[src/rtl/ql_bl_wl_prog_driver_if.sv]
// -----------------------------------------------------------------------------
// ql_bl_wl_prog_driver_if
// Bundles the control, bitstream-input and fabric-output signals of the BL/WL
// programming driver.
//   start    : begin a full-array program sequence (sampled in IDLE only)
//   abort    : cancel a running sequence
//   in_data  : bitstream word, LSB chunk of the row first
//   in_valid : in_data valid
//   in_ready : driver accepts in_data this cycle
//   bl_out   : BL bus to the fabric
//   wl_out   : WL strobes to the fabric, one-hot or zero
//   row_idx  : row currently being loaded or written
//   busy     : sequence in progress
//   done     : one-cycle pulse after the last row is written
// Modports: master = bitstream source / controller, slave = the driver.
// -----------------------------------------------------------------------------
interface ql_bl_wl_prog_driver_if #(
  parameter int NUM_BL = 315,
  parameter int NUM_WL = 4,
  parameter int DATA_W = 32
);
  localparam int ROW_W = (NUM_WL > 1) ? $clog2(NUM_WL) : 1;

  logic              start;
  logic              abort;
  logic [DATA_W-1:0] in_data;
  logic              in_valid;
  logic              in_ready;
  logic [NUM_BL-1:0] bl_out;
  logic [NUM_WL-1:0] wl_out;
  logic [ROW_W-1:0]  row_idx;
  logic              busy;
  logic              done;

  modport master (
    output start, abort, in_data, in_valid,
    input  in_ready, bl_out, wl_out, row_idx, busy, done
  );

  modport slave (
    input  start, abort, in_data, in_valid,
    output in_ready, bl_out, wl_out, row_idx, busy, done
  );
endinterface

[src/rtl/ql_bl_wl_prog_driver.sv]
// -----------------------------------------------------------------------------
// ql_bl_wl_prog_driver
// Programming-side driver for the BL/WL configuration memory bank. Assembles
// one BL row from a word-streamed bitstream, holds it on bl_out, pulses the
// row's WL line for WL_PULSE_CYCLES clocks, then moves to the next row. After
// the last row it pulses done and returns to IDLE.
// Ports:
//   prog_clk : programming clock, all logic on the rising edge
//   pReset   : asynchronous, active-high reset
//   bus      : slave side of ql_bl_wl_prog_driver_if (control, stream, fabric)
// Sequence per row: LOAD (WORDS handshakes) -> SETUP -> PULSE -> HOLD.
// -----------------------------------------------------------------------------
module ql_bl_wl_prog_driver #(
  parameter int NUM_BL          = 315,
  parameter int NUM_WL          = 4,
  parameter int DATA_W          = 32,
  parameter int WL_PULSE_CYCLES = 2
) (
  input  logic                     prog_clk,
  input  logic                     pReset,
  ql_bl_wl_prog_driver_if.slave    bus
);

  localparam int WORDS  = (NUM_BL + DATA_W - 1) / DATA_W;
  localparam int WCNT_W = (WORDS > 1) ? $clog2(WORDS) : 1;
  localparam int ROW_W  = (NUM_WL > 1) ? $clog2(NUM_WL) : 1;
  localparam int PCNT_W = (WL_PULSE_CYCLES > 1) ? $clog2(WL_PULSE_CYCLES) : 1;

  localparam logic [WCNT_W-1:0] LAST_WORD  = WCNT_W'(WORDS - 1);
  localparam logic [ROW_W-1:0]  LAST_ROW   = ROW_W'(NUM_WL - 1);
  localparam logic [PCNT_W-1:0] LAST_PULSE = PCNT_W'(WL_PULSE_CYCLES - 1);

  localparam logic [2:0] S_IDLE  = 3'd0;
  localparam logic [2:0] S_LOAD  = 3'd1;
  localparam logic [2:0] S_SETUP = 3'd2;
  localparam logic [2:0] S_PULSE = 3'd3;
  localparam logic [2:0] S_HOLD  = 3'd4;
  localparam logic [2:0] S_DONE  = 3'd5;

  logic [2:0]        r_state;
  logic [WCNT_W-1:0] r_word_cnt;
  logic [ROW_W-1:0]  r_row_idx;
  logic [PCNT_W-1:0] r_pulse_cnt;
  logic [NUM_BL-1:0] r_bl_out;
  logic [NUM_WL-1:0] r_wl_out;
  logic              r_busy;
  logic              r_done;

  logic              w_in_ready;
  logic              w_accept;
  logic [NUM_BL-1:0] w_bl_merged;
  logic [NUM_WL-1:0] w_wl_onehot;

  // Abort gates in_ready so a same-cycle handshake is never accepted.
  assign w_in_ready  = (r_state == S_LOAD) && !bus.abort;
  assign w_accept    = bus.in_valid && w_in_ready;
  assign w_wl_onehot = NUM_WL'(1) << r_row_idx;

  // Current BL register with the addressed DATA_W chunk replaced by in_data.
  // Chunk positions at or above NUM_BL simply have no destination bit, which
  // is how the padding bits of the final word are discarded.
  for (genvar g = 0; g < NUM_BL; g++) begin : g_merge
    localparam int CHUNK = g / DATA_W;
    assign w_bl_merged[g] = (r_word_cnt == WCNT_W'(CHUNK)) ? bus.in_data[g % DATA_W]
                                                          : r_bl_out[g];
  end

  // NOTE: all state below uses non-blocking assignments so every register
  // samples the pre-edge values; blocking here would let later statements see
  // half-updated state and break the registered-output timing.
  always_ff @(posedge prog_clk or posedge pReset) begin
    if (pReset) begin
      r_state     <= S_IDLE;
      r_word_cnt  <= '0;
      r_row_idx   <= '0;
      r_pulse_cnt <= '0;
      r_bl_out    <= '0;
      r_wl_out    <= '0;
      r_busy      <= 1'b0;
      r_done      <= 1'b0;
    end else if (bus.abort && (r_state != S_IDLE)) begin
      // Cancel from any active state: drop the WL strobe and clear the row
      // image in the same edge; no done pulse is produced.
      r_state     <= S_IDLE;
      r_word_cnt  <= '0;
      r_row_idx   <= '0;
      r_pulse_cnt <= '0;
      r_bl_out    <= '0;
      r_wl_out    <= '0;
      r_busy      <= 1'b0;
      r_done      <= 1'b0;
    end else begin
      r_done <= 1'b0;
      case (r_state)
        S_IDLE: begin
          // Start beats a same-cycle abort because abort is ignored in IDLE.
          if (bus.start) begin
            r_state    <= S_LOAD;
            r_busy     <= 1'b1;
            r_row_idx  <= '0;
            r_word_cnt <= '0;
            r_bl_out   <= '0;
          end
        end

        S_LOAD: begin
          if (w_accept) begin
            r_bl_out <= w_bl_merged;
            if (r_word_cnt == LAST_WORD) begin
              r_state    <= S_SETUP;
              r_word_cnt <= '0;
            end else begin
              r_word_cnt <= r_word_cnt + 1'b1;
            end
          end
        end

        // One settling cycle so bl_out is stable before the WL edge.
        S_SETUP: begin
          r_state     <= S_PULSE;
          r_wl_out    <= w_wl_onehot;
          r_pulse_cnt <= '0;
        end

        S_PULSE: begin
          if (r_pulse_cnt == LAST_PULSE) begin
            r_state     <= S_HOLD;
            r_wl_out    <= '0;
            r_pulse_cnt <= '0;
          end else begin
            r_pulse_cnt <= r_pulse_cnt + 1'b1;
          end
        end

        // One hold cycle after WL falls before bl_out may change again.
        // bl_out is deliberately not cleared between rows.
        S_HOLD: begin
          if (r_row_idx == LAST_ROW) begin
            r_state <= S_DONE;
            r_done  <= 1'b1;
          end else begin
            r_state    <= S_LOAD;
            r_row_idx  <= r_row_idx + 1'b1;
            r_word_cnt <= '0;
          end
        end

        S_DONE: begin
          r_state   <= S_IDLE;
          r_busy    <= 1'b0;
          r_bl_out  <= '0;
          r_row_idx <= '0;
        end

        default: begin
          r_state     <= S_IDLE;
          r_word_cnt  <= '0;
          r_row_idx   <= '0;
          r_pulse_cnt <= '0;
          r_bl_out    <= '0;
          r_wl_out    <= '0;
          r_busy      <= 1'b0;
        end
      endcase
    end
  end

  assign bus.in_ready = w_in_ready;
  assign bus.bl_out   = r_bl_out;
  assign bus.wl_out   = r_wl_out;
  assign bus.row_idx  = r_row_idx;
  assign bus.busy     = r_busy;
  assign bus.done     = r_done;

endmodule

[src/flat_wrapper.sv]
// flat-port wrapper written by rule: the top's interface ports become plain ports
module ql_bl_wl_prog_driver_flat 
#(
  parameter int NUM_BL          = 315,
  parameter int NUM_WL          = 4,
  parameter int DATA_W          = 32,
  parameter int WL_PULSE_CYCLES = 2
)
  (prog_clk, pReset, bus_start, bus_abort, bus_in_data, bus_in_valid, bus_in_ready, bus_bl_out, bus_wl_out, bus_row_idx, bus_busy, bus_done);
  ql_bl_wl_prog_driver_if #(.NUM_BL(NUM_BL), .NUM_WL(NUM_WL), .DATA_W(DATA_W)) bus_i ();
  input  logic prog_clk;
  input  logic pReset;
  input wire logic [$bits(bus_i.start)-1:0] bus_start;
  input wire logic [$bits(bus_i.abort)-1:0] bus_abort;
  input wire logic [$bits(bus_i.in_data)-1:0] bus_in_data;
  input wire logic [$bits(bus_i.in_valid)-1:0] bus_in_valid;
  output wire logic [$bits(bus_i.in_ready)-1:0] bus_in_ready;
  output wire logic [$bits(bus_i.bl_out)-1:0] bus_bl_out;
  output wire logic [$bits(bus_i.wl_out)-1:0] bus_wl_out;
  output wire logic [$bits(bus_i.row_idx)-1:0] bus_row_idx;
  output wire logic [$bits(bus_i.busy)-1:0] bus_busy;
  output wire logic [$bits(bus_i.done)-1:0] bus_done;
  assign bus_i.start = bus_start;
  assign bus_i.abort = bus_abort;
  assign bus_i.in_data = bus_in_data;
  assign bus_i.in_valid = bus_in_valid;
  assign bus_in_ready = bus_i.in_ready;
  assign bus_bl_out = bus_i.bl_out;
  assign bus_wl_out = bus_i.wl_out;
  assign bus_row_idx = bus_i.row_idx;
  assign bus_busy = bus_i.busy;
  assign bus_done = bus_i.done;
  ql_bl_wl_prog_driver #(.NUM_BL(NUM_BL), .NUM_WL(NUM_WL), .DATA_W(DATA_W), .WL_PULSE_CYCLES(WL_PULSE_CYCLES)) u_core (.prog_clk(prog_clk), .pReset(pReset), .bus(bus_i));
endmodule
[config.mk]
export PLATFORM = sky130hd
export DESIGN_NAME = ql_bl_wl_prog_driver_flat
export DESIGN_NICKNAME = d
export VERILOG_FILES = /design/src/rtl/ql_bl_wl_prog_driver_if.sv /design/src/rtl/ql_bl_wl_prog_driver.sv /design/src/flat_wrapper.sv
export SDC_FILE = /design/constraint.sdc
export NUM_CORES = 1
export LEC_CHECK = 0
export CAP_MARGIN = 20
export CORE_MARGIN = 4
export CORE_UTILIZATION = 32
export DETAILED_ROUTE_END_ITERATION = 8
export RECOVER_POWER = 100
export SLEW_MARGIN = 25
export SYNTH_ARGS = -nofsm -noshare
export SYNTH_HDL_FRONTEND = slang
export SYNTH_SLANG_ARGS = --single-unit
[constraint.sdc]
create_clock -name prog_clk -period 33.8 [get_ports prog_clk]
set_clock_uncertainty 0.05 [all_clocks]
set_input_delay 8.45 -clock prog_clk [delete_from_list [all_inputs] [get_ports prog_clk]]
set_output_delay 8.45 -clock prog_clk [all_outputs]
set_load 0.1 [all_outputs]
==> results by stage <==
Status:
- The flow ran to the end, but the final reports show violations.
- The final reports fail on max-capacitance violations, max-slew violations.

Placed design:
- Timing analysis after detailed placement gives a worst setup slack of roughly 14 ns.
- The weighted congestion reported at the end of routability-driven placement is 0.780.
- In this run the tool buffered the top-level ports with 360 buffer cells.
- The post-DP HPWL is between 20 and 30 mm.

Synth:
- Among all flip-flop cells after synthesis, the most frequent one is sky130_fd_sc_hd__dfrtp_1.
- Of the total synthesized cell area, the portion taken by AND, OR, NAND and NOR gates is under 10%.
- The commonest cells after synthesis are sky130_fd_sc_hd__dfrtp_1 (331), sky130_fd_sc_hd__a32o_1 (315), sky130_fd_sc_hd__clkbuf_1 (42).
- The synthesized instance count is approximately 900.
- The average size of a mapped cell is between 10 and 15 um^2.
- The area share of the largest cell type after synthesis is between 60% and 70%.
- The dominant combinational cell family by area after synthesis is compound AO/OA/AOI/OAI gates.
- The biggest area consumer among synthesized cells is sky130_fd_sc_hd__dfrtp_1.
- The number of unique standard cell types used by synthesis is 48.
- Synthesis inferred 331 register bits.
- The post-synthesis xor/xnor area fraction is less than 1%.
- When the netlist entered floorplanning its net count stood at ~940.
- After synthesis, the share of cell area in mux cells is less than 1%.
- The netlist area before placement is 13000 um^2.
- Counting flops with a built-in enable in the synthesized netlist gives 0.
- The post-synthesis sequential area ratio is a little under two thirds.
- Summing the areas of all fa, ha and maj instances in the mapped netlist gives less than 1% of the synthesized area.
- The synthesized netlist devotes 26.2% of its cell area to compound gates.
- In the post-synthesis netlist, the biggest area contributors are sky130_fd_sc_hd__dfrtp_1 (64%), sky130_fd_sc_hd__a32o_1 (24%), sky130_fd_sc_hd__buf_6 (1.5%).
- Yosys instantiated no cell more often than sky130_fd_sc_hd__dfrtp_1.
- For this run, asynchronously set or reset flops after synthesis account for 100%.
- For this run, the number of Yosys warnings is 0.

Cells and area:
- The number of nets in the layout is around 1200.
- The share of cells above drive strength 1 is between 6 and 7%.
- The number of antenna diodes in the final layout is 0.
- The fill cell total of the finished layout is 3673.
- Relative to the synthesized area, the layout overhead comes to 37.7%.

STA:
- Setup repair after global routing left no endpoint under its margin.
- Summed over all failing endpoints, the final setup total negative slack is 0 ns.
- The post-route fraction of the period consumed by the critical path is 59.5%.
- In this run the tightest slew margin relative to its limit is -310%.
- For the pin with the worst max-slew slack, the measured transition is just over 6 ns.
- The top achievable clock speed is roughly 50 MHz.
- After layout, the worst setup slack is approximately 14 ns.
- The total count of hold-check failures in the final report was 0.
- The time the final worst path needs with I/O delays and setup is ~20 ns.
- The count of final max-slew check failures was 920.
- The final setup violation count is 0.

Setup path:
- The worst setup path is launched from an input port.
- In this run the critical register-to-register path is launched from u_core.r_state[2].
- The maximum fanout count along the critical path is 20.
- In this run the register-to-register setup slack is 24.27 ns.
- The worst setup path is captured at an output pin.
- At the worst endpoint, the required time is 25.30 ns.
- The cell count of the worst reg-to-reg path is 6.
- Tracing the worst setup path back leads to its startpoint at bus_abort.
- For the worst setup path, the data arrival time is about 12 ns.
- By startpoint and endpoint, the worst setup path is classified as input port to output pin.
- Following the worst setup path forward leads to its endpoint at bus_in_ready.
- The worst register-to-register path ends at u_core.bus.bl_out[115].

Floorplan:
- The area of the core is ~40000 um^2.
- The width of the die is 210 um.
- For this design the top-level I/O count stands at ~360.
- The area of the die is around 44000 um^2.
- The floorplan has 73 rows.
- The initial utilization of the core area, before any placement, comes to between 30% and 40%.
- The die is 210 um tall.

Power and ir drop:
- The combinational share of power is 31.4%.
- In this run, flip-flops and latches consume between 30% and 40% of the power.
- The leakage power is approximately 8.6 nW.
- The net load switching power is between 500 and 600 uW.
- The clock share of power is 34.6%.
- For this design the ratio of total power to cell area is slightly above 70 nW/um^2.
- The fraction of power spent switching nets is 40.3%.
- The worst voltage drop across the vdd grid is between 0.05 and 0.06 mV.
- The internal power of the cells is ~760 uW.

Detailed routing:
- The total number of vias is ~10000.
- The routed design has about 47 mm of wire.
- For this run, design rule violations remaining after detail routing come to 0.
- The via density per instance is 5.84.
- The DRC violation total after the first TritonRoute iteration is just under 900.
- Dividing the detail-routed wire length by the instance count gives 27.1 um.
- For this run, the detailed router's first-pass iteration total came to 5.
- The post-route antenna net violation count is 0.

Clock network:
- The number of buffers created by CTS is 38.
- CTS built an H-tree with a depth of 2.
- The maximum root-to-sink buffer count is 3.
- The number of hold buffers added after CTS was 0.
- In this run, post-CTS repair resized a total of 0 instances.
- The clock-pin slew on the worst setup and hold paths is about 0.060 ns.
- In this run the post-CTS setup repair buffer count came out at 0.
- TritonCTS built the clock tree.
- Clock tree synthesis selected as its root buffer the cell sky130_fd_sc_hd__clkbuf_16.
- The number of sinks handled by clock tree synthesis is between 300 and 400.
- Clock latency on the worst-skew pair, taken at its later pin, is about 0.53 ns.

GRT:
- The largest net degree at the start of global routing is ~140.
- The first global-routing pass estimated just under 70 mm of wire.
- The via count of the first global-routing pass is 9927.
- The global-route total usage across every layer is between 20% and 30%.
- After global routing the overflow that remains totals 0.
- The initial antenna violation count is 0.

Run:
- The number of max-capacitance violations reported is 16.

Min path:
- The worst hold path begins at u_core.bus.bl_out[138].
- The path class of the lowest-slack min-delay path is flip-flop to flip-flop.
## kinds of logic after synthesis
group | after synthesis
buf+inv | 141
xor+xnor | 2
simple gates | 65
fa+ha+maj | 4
flops | 331
mux | 1
compound gates | 358
## placed cells by master (no fill, tap or decap), types with 9 or more instances in the layout
cell type / Yosys / layout
sky130_fd_sc_hd__a32o_1: 315 / 315
sky130_fd_sc_hd__dlygate4sd3_1: 0 / 325
sky130_fd_sc_hd__dfrtp_1: 331 / 331
sky130_fd_sc_hd__clkbuf_8: 0 / 9
sky130_fd_sc_hd__nor2_1: 8 / 9
sky130_fd_sc_hd__clkbuf_1: 42 / 12
sky130_fd_sc_hd__o21ai_0: 19 / 20
sky130_fd_sc_hd__nand3_1: 11 / 10
sky130_fd_sc_hd__clkbuf_16: 0 / 39
sky130_fd_sc_hd__clkdlybuf4s50_1: 0 / 34
## routing by layer
layer / global-route usage [%] / up-vias / share of wire (%)
met3: 6.13 / 52 / 8.8
li1: - / 4237 / -
met4: 5.63 / 0 / 2.0
met1: 27.3 / 5360 / 42
met2: 32.6 / 446 / 47
met5: 0 / - / 0
## cell type report
class,instances,area [um^2],area share (%)
Clock inverter,13,221,1.23
Sequential cell,331,8280,46.2
Multi-Input combinational cell,430,3950,22.0
Timing Repair Buffer,371,3700,20.6
Inverter,5,20.0,0.112
Clock buffer,53,1120,6.23
Tap cell,525,657,3.66
## registers in the layout, indices dropped and copies added, names as in the netlist
register,cells
u_core.r_word_cnt,4
u_core.r_state,3
u_core.bus.wl_out,4
u_core.bus.done,1
u_core.bus.bl_out,315
u_core.r_pulse_cnt,1
u_core.bus.busy,1
u_core.bus.row_idx,2
## how the worst min path moves through the flow
stage / depth (start not counted) / end / slack, ns
floorplan: 2 / u_core.r_pulse_cnt / 0.42
global placement: 1 / u_core.bus.bl_out[138] / 0.42
detailed placement: 1 / u_core.bus.bl_out[11] / 0.43
CTS: 1 / u_core.bus.bl_out[94] / 0.44
global route: 1 / u_core.bus.bl_out[218] / 0.44
finish: 1 / u_core.bus.bl_out[138] / 0.43
## power groups by stage
stage                     registers [mW]  clock network (mW)  logic, mW
after global routing               0.434               0.465      0.415
after floorplan                    0.588                   0      0.152
after CTS                          0.432               0.449      0.409
final                              0.432               0.439      0.398
after global placement             0.438                   0      0.408
after detailed placement           0.439                   0      0.409
## stage by stage
stage               util, %  total power [mW]  hold slack, ns  cell area (um^2)  instances
global route           44.9              1.31           0.441             17900       1728
floorplan                 -             0.740           0.421             13000        902
detailed placement     41.7             0.848           0.430             16700       1661
CTS                    45.0              1.29           0.442             18000       1727
global placement       41.6             0.846           0.422             16600       1660
finish                 44.9              1.27           0.432             17900       1728
## worst max-delay path, cell delays in order
cell                            delay, ns
sky130_fd_sc_hd__dlygate4sd3_1       0.79
sky130_fd_sc_hd__or4b_1              0.73
sky130_fd_sc_hd__inv_1               0.35
sky130_fd_sc_hd__dlygate4sd3_1       1.27
(Power assumes the default switching activity.)
